$ cat src/rtl/uart_pkg.sv
// Shared types and constants for the UART transmit path.
// The future receive path imports the same package.
package uart_pkg;

    typedef enum logic [1:0] {
        IDLE  = 2'd0,
        START = 2'd1,
        DATA  = 2'd2,
        STOP  = 2'd3
    } uart_tx_state_e;

    localparam int UART_DATA_BITS  = 8;
    localparam int UART_FRAME_BITS = 10;

endpackage

$ cat src/rtl/uart_tx_ctrl_if.sv
// Register-side bundle between the MMIO block and the UART transmit sequencer.
// The master drives the data register and the overflow clear; the slave returns the pin and status flags.
interface uart_tx_ctrl_if;
    logic [8:0] uart_tx_data;
    logic       overflow_clr;
    logic       tx;
    logic       uart_tx_sending;
    logic       fifo_full;
    logic       overflow;

    modport master (
        output uart_tx_data, overflow_clr,
        input  tx, uart_tx_sending, fifo_full, overflow
    );

    modport slave (
        input  uart_tx_data, overflow_clr,
        output tx, uart_tx_sending, fifo_full, overflow
    );
endinterface

$ cat src/rtl/sync_fifo.sv
// Single-clock FIFO with extra-MSB pointers. A push into a full FIFO is accepted
// only when a pop happens in the same cycle. The read head is visible combinationally on rdata.
module sync_fifo #(
    parameter int WIDTH = 8,
    parameter int DEPTH = 8
) (
    input  logic             clk,
    input  logic             rst_n,
    input  logic             push,
    input  logic [WIDTH-1:0] wdata,
    input  logic             pop,
    output logic [WIDTH-1:0] rdata,
    output logic             full,
    output logic             empty
);
    localparam int AW = $clog2(DEPTH);

    logic [WIDTH-1:0] mem [DEPTH];
    logic [AW:0]      wr_ptr_q, wr_ptr_d;
    logic [AW:0]      rd_ptr_q, rd_ptr_d;
    logic             wr_en, rd_en;

    assign empty = (wr_ptr_q == rd_ptr_q);
    assign full  = (wr_ptr_q[AW] != rd_ptr_q[AW]) && (wr_ptr_q[AW-1:0] == rd_ptr_q[AW-1:0]);
    assign rd_en = pop && !empty;
    assign wr_en = push && (!full || rd_en);
    assign rdata = mem[rd_ptr_q[AW-1:0]];

    // NOTE: assign every _d a default before any branch so always_comb never infers a latch.
    always_comb begin
        wr_ptr_d = wr_ptr_q;
        rd_ptr_d = rd_ptr_q;
        if (wr_en) wr_ptr_d = wr_ptr_q + 1'b1;
        if (rd_en) rd_ptr_d = rd_ptr_q + 1'b1;
    end

    // NOTE: use non-blocking assignments in clocked blocks so every flop samples pre-edge values.
    always_ff @(posedge clk or negedge rst_n) begin
        if (!rst_n) begin
            wr_ptr_q <= '0;
            rd_ptr_q <= '0;
        end else begin
            wr_ptr_q <= wr_ptr_d;
            rd_ptr_q <= rd_ptr_d;
        end
    end

    // NOTE: leave the storage array out of reset; the pointers alone decide which entries are valid.
    always_ff @(posedge clk) begin
        if (wr_en) mem[wr_ptr_q[AW-1:0]] <= wdata;
    end

endmodule

$ cat src/rtl/uart_tx_ctrl.sv
// Serial-transmit sequencer: turns toggle-tagged MMIO writes into queued bytes
// and shifts them out as back-to-back 8N1 frames on tx.
module uart_tx_ctrl
    import uart_pkg::*;
#(
    parameter int CLKS_PER_BIT = 434,
    parameter int FIFO_DEPTH   = 8
) (
    input  logic           clk,
    input  logic           rst_n,
    uart_tx_ctrl_if.slave  bus
);
    localparam int                        CNT_W    = $clog2(CLKS_PER_BIT);
    localparam int                        IDX_W    = $clog2(UART_DATA_BITS);
    localparam logic [CNT_W-1:0]          CNT_MAX  = CNT_W'(CLKS_PER_BIT - 1);
    localparam logic [IDX_W-1:0]          LAST_BIT = IDX_W'(UART_DATA_BITS - 1);

    uart_tx_state_e              state_q, state_d;
    logic                        tx_q, tx_d;
    logic [CNT_W-1:0]            cnt_q, cnt_d;
    logic [IDX_W-1:0]            bit_idx_q, bit_idx_d;
    logic [UART_DATA_BITS-1:0]   shift_q, shift_d;
    logic                        last_toggle_q, last_toggle_d;
    logic                        overflow_q, overflow_d;

    logic                        push, pop, drop;
    logic                        fifo_full, fifo_empty;
    logic [UART_DATA_BITS-1:0]   fifo_rdata;

    sync_fifo #(
        .WIDTH (UART_DATA_BITS),
        .DEPTH (FIFO_DEPTH)
    ) u_fifo (
        .clk   (clk),
        .rst_n (rst_n),
        .push  (push),
        .wdata (bus.uart_tx_data[7:0]),
        .pop   (pop),
        .rdata (fifo_rdata),
        .full  (fifo_full),
        .empty (fifo_empty)
    );

    // Every flip of bit 8 is one CPU write, including flips on consecutive cycles.
    assign push          = bus.uart_tx_data[8] != last_toggle_q;
    assign drop          = push && fifo_full && !pop;
    assign last_toggle_d = bus.uart_tx_data[8];
    assign overflow_d    = drop ? 1'b1 : (bus.overflow_clr ? 1'b0 : overflow_q);

    always_comb begin
        state_d   = state_q;
        tx_d      = tx_q;
        cnt_d     = cnt_q;
        bit_idx_d = bit_idx_q;
        shift_d   = shift_q;
        pop       = 1'b0;
        unique case (state_q)
            IDLE: begin
                tx_d = 1'b1;
                if (!fifo_empty) begin
                    pop     = 1'b1;
                    shift_d = fifo_rdata;
                    tx_d    = 1'b0;
                    cnt_d   = '0;
                    state_d = START;
                end
            end
            START: begin
                if (cnt_q == CNT_MAX) begin
                    cnt_d     = '0;
                    tx_d      = shift_q[0];
                    bit_idx_d = '0;
                    state_d   = DATA;
                end else begin
                    cnt_d = cnt_q + 1'b1;
                end
            end
            DATA: begin
                if (cnt_q == CNT_MAX) begin
                    cnt_d = '0;
                    if (bit_idx_q == LAST_BIT) begin
                        tx_d    = 1'b1;
                        state_d = STOP;
                    end else begin
                        shift_d   = shift_q >> 1;
                        tx_d      = shift_q[1];
                        bit_idx_d = bit_idx_q + 1'b1;
                    end
                end else begin
                    cnt_d = cnt_q + 1'b1;
                end
            end
            STOP: begin
                if (cnt_q == CNT_MAX) begin
                    cnt_d = '0;
                    // Chain straight into the next start bit so queued bytes leave with no idle gap.
                    if (!fifo_empty) begin
                        pop     = 1'b1;
                        shift_d = fifo_rdata;
                        tx_d    = 1'b0;
                        state_d = START;
                    end else begin
                        state_d = IDLE;
                    end
                end else begin
                    cnt_d = cnt_q + 1'b1;
                end
            end
            default: state_d = IDLE;
        endcase
    end

    always_ff @(posedge clk or negedge rst_n) begin
        if (!rst_n) begin
            state_q       <= IDLE;
            tx_q          <= 1'b1;
            cnt_q         <= '0;
            bit_idx_q     <= '0;
            shift_q       <= '0;
            last_toggle_q <= 1'b1;
            overflow_q    <= 1'b0;
        end else begin
            state_q       <= state_d;
            tx_q          <= tx_d;
            cnt_q         <= cnt_d;
            bit_idx_q     <= bit_idx_d;
            shift_q       <= shift_d;
            last_toggle_q <= last_toggle_d;
            overflow_q    <= overflow_d;
        end
    end

    assign bus.tx              = tx_q;
    assign bus.overflow        = overflow_q;
    assign bus.fifo_full       = fifo_full;
    assign bus.uart_tx_sending = (state_q != IDLE) || !fifo_empty;

endmodule

$ cat src/flat_wrapper.sv
// flat-port wrapper written by rule: the top's interface ports become plain ports
module uart_tx_ctrl_flat import uart_pkg::*;
#(
    parameter int CLKS_PER_BIT = 434,
    parameter int FIFO_DEPTH   = 8
)
  (clk, rst_n, bus_uart_tx_data, bus_overflow_clr, bus_tx, bus_uart_tx_sending, bus_fifo_full, bus_overflow);
  uart_tx_ctrl_if bus_i ();
  input  logic clk;
  input  logic rst_n;
  input wire logic [$bits(bus_i.uart_tx_data)-1:0] bus_uart_tx_data;
  input wire logic [$bits(bus_i.overflow_clr)-1:0] bus_overflow_clr;
  output wire logic [$bits(bus_i.tx)-1:0] bus_tx;
  output wire logic [$bits(bus_i.uart_tx_sending)-1:0] bus_uart_tx_sending;
  output wire logic [$bits(bus_i.fifo_full)-1:0] bus_fifo_full;
  output wire logic [$bits(bus_i.overflow)-1:0] bus_overflow;
  assign bus_i.uart_tx_data = bus_uart_tx_data;
  assign bus_i.overflow_clr = bus_overflow_clr;
  assign bus_tx = bus_i.tx;
  assign bus_uart_tx_sending = bus_i.uart_tx_sending;
  assign bus_fifo_full = bus_i.fifo_full;
  assign bus_overflow = bus_i.overflow;
  uart_tx_ctrl #(.CLKS_PER_BIT(CLKS_PER_BIT), .FIFO_DEPTH(FIFO_DEPTH)) u_core (.clk(clk), .rst_n(rst_n), .bus(bus_i));
endmodule
$ cat config.mk
export PLATFORM = sky130hd
export DESIGN_NAME = uart_tx_ctrl_flat
export DESIGN_NICKNAME = d
export VERILOG_FILES = /design/src/rtl/uart_pkg.sv /design/src/rtl/uart_tx_ctrl_if.sv /design/src/rtl/sync_fifo.sv /design/src/rtl/uart_tx_ctrl.sv /design/src/flat_wrapper.sv
export SDC_FILE = /design/constraint.sdc
export NUM_CORES = 1
export LEC_CHECK = 0
export CAP_MARGIN = 10
export CORE_MARGIN = 3
export CORE_UTILIZATION = 61
export DETAILED_ROUTE_END_ITERATION = 10
export PLACE_DENSITY = 0.8
export SLEW_MARGIN = 10
export SYNTH_ARGS = -nofsm -noshare
export SYNTH_HDL_FRONTEND = slang
export SYNTH_HIERARCHICAL = 1
export SYNTH_SLANG_ARGS = --single-unit
$ cat constraint.sdc
create_clock -name clk -period 3.7 [get_ports clk]
set_clock_uncertainty 0.05 [all_clocks]
set_input_delay 0.74 -clock clk [delete_from_list [all_inputs] [get_ports clk]]
set_output_delay 0.74 -clock clk [all_outputs]
set_load 0.03 [all_outputs]
Word-level counts from Yosys, hierarchy flattened
Memories as Yosys holds them, arrays and structs flattened.
Cells that the tools add are included.
Widths: inputs -> output; s select.
{ "op_classes": {"eq_ne": 16, "n_reduce_logical": 20, "add_sub_neg": 4, "mux": 33, "div_mod_pow": 0, "n_shift": 0, "order_cmp": 0, "n_mul": 0, "bitwise": 0} }
{ "op_table": {"columns": ["operator", "n"], "rows": [
  ["$mux 8", 4],
  ["$pmux 8 s3", 1],
  ["$mux 9", 2],
  ["$pmux 9 s2", 1],
  ["$mux 1", 13],
  ["$reduce_and 4->1", 3],
  ["$mux 2", 5],
  ["$add 9x1->9 const B", 1],
  ["$eq 9x9->1 const B", 1],
  ["$mux 3", 3],
  ["$add 4x1->4 const B", 2],
  ["$ne 2x1->1 const B", 4],
  ["$pmux 2 s4", 1],
  ["$ne 2x2->1 const B", 3],
  ["$pmux 3 s2", 1],
  ["$reduce_bool 2->1", 3],
  ["$logic_and 1x1->1", 5],
  ["$reduce_and 5->1", 1],
  ["$eq 2x2->1 const B", 2],
  ["$eq 4x4->1", 1],
  ["$pmux 1 s4", 1],
  ["$add 3x1->3 const B", 1],
  ["$eq 3x3->1", 1],
  ["$eq 3x3->1 const B", 1],
  ["8 further kinds", 12]
]} }
{ "totals": {"input_bits": 12, "ram_bits": 64, "word_cells": 83, "n_memories": 1, "out_inout_bits": 4, "regBits": 33, "latch_bits": 0, "romBits": 0} }
{ "mem_list": {"columns": ["memory", "depth", "word_bits", "rd", "rd_clocked_by_memory_dff", "wr", "line", "text"], "rows": [
  ["u_core.u_fifo.mem", 8, 8, 1, 0, 1, "sync_fifo.sv:18", "logic [WIDTH-1:0] mem [DEPTH];"]
]} }

Longest topological paths before layout
{ "depth": {"depth_word": 9, "depth_mapped": 11} }

Hierarchy
The synthesis kept the hierarchy.
{ "modules_own_cells": {"columns": ["module", "area_each_um2", "cells_each", "seq_area_each_um2", "n_inst"], "rows": [
  ["sync_fifo", 2987.9, 151, 2122.0, 1],
  ["uart_tx_ctrl", 1452.6, 137, 628.1, 1]
]} }

Least setup slack after synthesis
No wires, ideal clock.
{ "synth_timing": {"path_kind": "register to register", "startpoint": "register u_core.u_fifo.rd_ptr_q[0]", "endpoint": "memory u_core.u_fifo.mem[3][0] (enable)", "setup_slack_ns": 0.736, "path_stages_with_launch": 10, "t_arrival_ns": 2.517, "cell_sequence": "dfrtp_1 buf_6 xnor2_2 nand3_2 buf_6 nor2_1 nor3_1 clkbuf_1 nor3_1 nor4b_1"} }
{ "synth_between": {"elab_chain_cells": 9, "elab_cells_between_ends": 13, "classes_between": "eq/ne (2); mux (5); reduce/logical (6)"} }
{ "synth_rtl": {"columns": ["element", "line", "text"], "rows": [
  ["from (decl)", "sync_fifo.sv:20", "logic [AW:0] rd_ptr_q, rd_ptr_d;"],
  ["from (signal assigned)", "sync_fifo.sv:44", "rd_ptr_q <= rd_ptr_d;"],
  ["$eq 4x4->1 (*)", "sync_fifo.sv:23", "assign empty = (wr_ptr_q == rd_ptr_q);"],
  ["via u_core.fifo_empty", "uart_tx_ctrl.sv:27", "logic fifo_full, fifo_empty;"],
  ["$mux 1 (*)", "uart_tx_ctrl.sv:60, uart_tx_ctrl.sv:97", null],
  ["$mux 1", "uart_tx_ctrl.sv:94", "if (cnt_q == CNT_MAX) begin"],
  ["$pmux 1 s2 (*)", "uart_tx_ctrl.sv:57", "unique case (state_q)"],
  ["via u_core.pop", "uart_tx_ctrl.sv:26", "logic push, pop, drop;"],
  ["$logic_and 1x1->1 (*)", "sync_fifo.sv:25", "assign rd_en = pop && !empty;"],
  ["$logic_or 1x1->1 (*)", "sync_fifo.sv:26", "assign wr_en = push && (!full || rd_en);"],
  ["$logic_and 1x1->1 (*)", "sync_fifo.sv:26", null],
  ["$mux 1 (*)", "sync_fifo.sv:50", "if (wr_en) mem[wr_ptr_q[AW-1:0]] <= wdata;"],
  ["$mux 1 (not written as such) (*)", "sync_fifo.sv:50", null],
  ["to (decl)", "sync_fifo.sv:18", null]
]} }
Mark *: on every way through the listed nets, which the timed path passes. The rest lies on a longest branch.

Worst setup path after layout
{ "layout_timing": {"startpoint": "register u_core.u_fifo.wr_ptr_q[2]", "endpoint": "output bus_uart_tx_sending"} }
{ "layout_between": {"elab_chain_cells": 3} }
{ "layout_rtl": {"columns": ["element", "line", "text"], "rows": [
  ["from (decl)", "sync_fifo.sv:19", "logic [AW:0] wr_ptr_q, wr_ptr_d;"],
  ["from (signal assigned)", "sync_fifo.sv:43", "wr_ptr_q <= wr_ptr_d;"],
  ["$eq 4x4->1", "sync_fifo.sv:23", null],
  ["via u_core.fifo_empty", "uart_tx_ctrl.sv:27", null],
  ["$logic_not 1->1", null, null],
  ["$logic_or 1x1->1", "uart_tx_ctrl.sv:136", "assign bus.uart_tx_sending = (state_q != IDLE) || !fifo_empty;"],
  ["to (decl)", "flat_wrapper.sv:14", "output wire logic [$bits(bus_i.uart_tx_sending)-1:0] bus_uart_tx_sending;"]
]} }
The timed path passes the listed nets, and every way through them passes these cells.

==> results.sh <==
export IMPL_grt_usage=0.1927
export IMPL_area_delta_synth_final_pct=10.85
export IMPL_synth_top_cell_by_area="edfxtp_1"
export IMPL_fill_cells=454
export IMPL_grt_pass1_vias=2487
export IMPL_finalCriticalPeriod_ns=3.241
export IMPL_hold_end="u_core/shift_q[2]"
export IMPL_tns_ns=0
export IMPL_routabilityCongestion=0.8160
export IMPL_grt_pass1_wl_mm=12.31
export IMPL_clk_path_buf_depth=2
export IMPL_drtPass1Iterations=4
export IMPL_synth_xor_area_frac=0.03494
export IMPL_hold_path_class="register to register"
export IMPL_synth_cell_types=50
export IMPL_num_rows=30
export IMPL_fin_crit_sh=0.8760
export IMPL_die_h_um=91.32
export IMPL_postCtsSetupBuffers=0
export IMPL_drt_initial_drc_count=135
export IMPL_rrSetupSlack_ns=0.90
export IMPL_h_tree_depth=3
export IMPL_crit_type="register to output pin"
export IMPL_antenna_found_initial=0
export IMPL_hold_viol=0
export IMPL_synthSimpleGateAreaFrac=0.08340
export IMPL_hp_start="u_core/shift_q[2]"
export IMPL_initial_core_util=0.6395
export IMPL_num_antenna_cells=0
export IMPL_coreArea_um2=6944
export IMPL_vdd_drop_max_mv=0.4250
export IMPL_synth_compound_area_frac=0.04875
export IMPL_max_cap_violations=0
export IMPL_cts_hold_fix_buffers=0
export IMPL_syn_inst=288
export IMPL_remaining_drc_errors=0
export IMPL_cts_buffers=9
export IMPL_maxSlewHeadroom=0.3234
export IMPL_rr_worst_depth=7
export IMPL_power_density_nw_per_um2=760.5
export IMPL_clkLatencyLatePin_ns=0.36
export IMPL_p_leak_uw=0.001775
export IMPL_drive_gt1_frac=0.2602
export IMPL_routedWlPerCell_um=17.87
export IMPL_seq_area_frac_synth=0.6193
export IMPL_cp_required_ns=2.91
export IMPL_cts_root_buffer="clkbuf_8"
export IMPL_fmaxAchievable_mhz=308.5
export IMPL_vias=2473
export IMPL_synth_top_cell_area_share=0.4328
export IMPL_async_flop_share=0.3402
export IMPL_wl_mm=7.415
export IMPL_synthFlopType="edfxtp_1"
export IMPL_status="complete, no violations"
export IMPL_synth_mux_area_frac=0.1513
export IMPL_synth_fa_ha_area_frac=0.03099
export IMPL_vias_per_cell=5.959
export IMPL_holdPathStages=1
export IMPL_end_kind="output pin"
export IMPL_synthesis_area_um2=4441
export IMPL_synth_edf_count=64
export IMPL_synth_nets=311
export IMPL_synth_top_family_by_area="multiplexers"
export IMPL_synth_area_leaders="edfxtp_1 43%, dfrtp_1 17%, mux2_2 6.6%"
export IMPL_io_pins=16
export IMPL_yosysWarnings=6
export IMPL_cts_tree="yes"
export IMPL_drtAntennaViolNets=0
export IMPL_setup_viol=0
export IMPL_cts_sinks=97
export IMPL_globalRouteOverflowTotal=0
export IMPL_start_kind="register"
export IMPL_layout_nets=337
export IMPL_avgSynthCellArea_um2=15.42
export IMPL_fin_util=0.7088
export IMPL_synth_seq_cells=97
export IMPL_die_w_um=91.32
export IMPL_max_slew_worst_pin_slew_ns=1.006
export IMPL_io_buffers=15
export IMPL_dp_hpwl_mm=5.093
export IMPL_clk_pin_slew_ns=0.10
export IMPL_r2r_start="u_core/cnt_q[1]"
export IMPL_cts_resized=0
export IMPL_r2r_end="u_core/u_fifo/mem[0][1]"
export IMPL_dieArea_um2=8339
export IMPL_arrival_ns=2.45
export IMPL_rsz0062_at_grt="false"
export IMPL_grt_max_degree=34
export IMPL_report_final_slew_viol_count=0
export IMPL_cp_max_fo=8
cells in the final DEF (no fill, tap or decap), types with 3 or more instances in the layout:
cell type	netlist	layout
mux2_2	26	26
mux4_2	11	11
xnor2_1	8	8
xor2_1	6	6
a21oi_1	3	3
nand2_1	12	12
clkdlybuf4s50_1	0	15
o21ai_0	9	9
mux4_1	5	5
clkinvlp_4	0	4
nor2_1	16	16
clkbuf_8	0	9
dfrtp_1	31	31
edfxtp_1	64	64
nand4_1	5	5
nor3_1	9	9
inv_1	9	9
buf_4	1	15
o311ai_0	3	3
ha_1	11	11
nand3_1	7	7
cell usage after synthesis (4+ instances only):
cell       n
edfxtp_1  64
buf_2      6
dfrtp_1   31
nor2_1    16
xor2_1     6
o21ai_0    9
nand3_1    7
ha_1      11
nand4_1    5
xnor2_1    8
inv_1      9
mux4_2    11
nand2_1   12
mux4_1     5
buf_6      5
mux2_2    26
nor4_1     4
nor3_1     9
registers in the layout (all words and copies together) (netlist names):
signal / count
u_core/u_fifo/mem: 64
u_core/cnt_q: 9
u_core/shift_q: 8
u_core/u_fifo/rd_ptr_q: 4
u_core/u_fifo/wr_ptr_q: 4
u_core/bit_idx_q: 3
u_core/state_q: 2
u_core/bus.overflow: 1
u_core/bus.tx: 1
u_core/last_toggle_q: 1
critical path: stages, from the launching register on:
cell and delay [ns]:
dfrtp_1 0.53, xnor2_1 0.26, nand3_2 0.12, nor2_1 0.25, and2_1 0.20, inv_1 0.11
clkdlybuf4s50_1 0.61
how the worst max path moves through the flow:
stage | end | slack [ns] | cells after the start | startpoint
6_report | bus_uart_tx_sending | 0.46 | 6 | u_core/u_fifo/wr_ptr_q[2]
4_1_cts | bus_uart_tx_sending | 0.43 | 7 | u_core/u_fifo/rd_ptr_q[2]
2_1_floorplan | u_core/u_fifo/mem[3][0] | 0.74 | 9 | u_core/u_fifo/rd_ptr_q[0]
5_1_grt | bus_uart_tx_sending | 0.35 | 6 | u_core/u_fifo/wr_ptr_q[2]
3_5_place_dp | u_core/u_fifo/mem[0][4] | 0.62 | 4 | bus_uart_tx_data[8]
3_3_place_gp | u_core/u_fifo/mem[0][4] | 0.71 | 4 | bus_uart_tx_data[8]
metal layers:
metal,global-route usage,up-vias,wire [µm]
met5,0,-,0
met4,0.07915,0,97
met3,0.04308,12,280
met2,0.3176,50,3857
met1,0.2487,1255,3180
li1,-,1156,-
power by group:
part	internal, µW	switching [µW]	leakage (µW)
combinational	768	737	0.000701
sequential	1420	185	0.000992
clock	255	379	0.0000819
area by class of cell:
| cell class | instances | area (µm²) | area share |
|---|---|---|---|
| Clock inverter | 7 | 61.31 | 0.01246 |
| Inverter | 9 | 33.78 | 0.006863 |
| Sequential cell | 97 | 2750 | 0.5587 |
| Timing Repair Buffer | 30 | 262.8 | 0.05338 |
| Clock buffer | 9 | 123.9 | 0.02517 |
| Tap cell | 96 | 120.1 | 0.02440 |
| Multi-Input combinational cell | 167 | 1570 | 0.3190 |
logic make-up (layout without fill, tap and decap cells):
logic type | count (synthesis) | count (layout)
multiplexers | 42 | 42
adder cells (fa/ha/maj) | 11 | 11
XOR/XNOR | 16 | 16
AND/OR/NAND/NOR | 68 | 68
AO/OA/AOI/OAI | 30 | 30
flip-flops | 97 | 97
buffers and inverters | 24 | 55
stage by stage:
step / cell area [µm²] / hold slack, ns / instances / total power (µW) / setup slack [ns]
3_3_place_gp: 4737 / 0.4267 / 399 / 3091 / 0.7140
6_report: 4922 / 0.4595 / 415 / 3743 / 0.4588
2_1_floorplan: 4441 / 0.3944 / 288 / 2800 / 0.7356
3_5_place_dp: 4737 / 0.4390 / 399 / 3130 / 0.6185
4_1_cts: 4922 / 0.4609 / 415 / 3776 / 0.4340
5_1_grt: 4922 / 0.4770 / 415 / 3996 / 0.3453
Power figures use the tool's default switching activity.
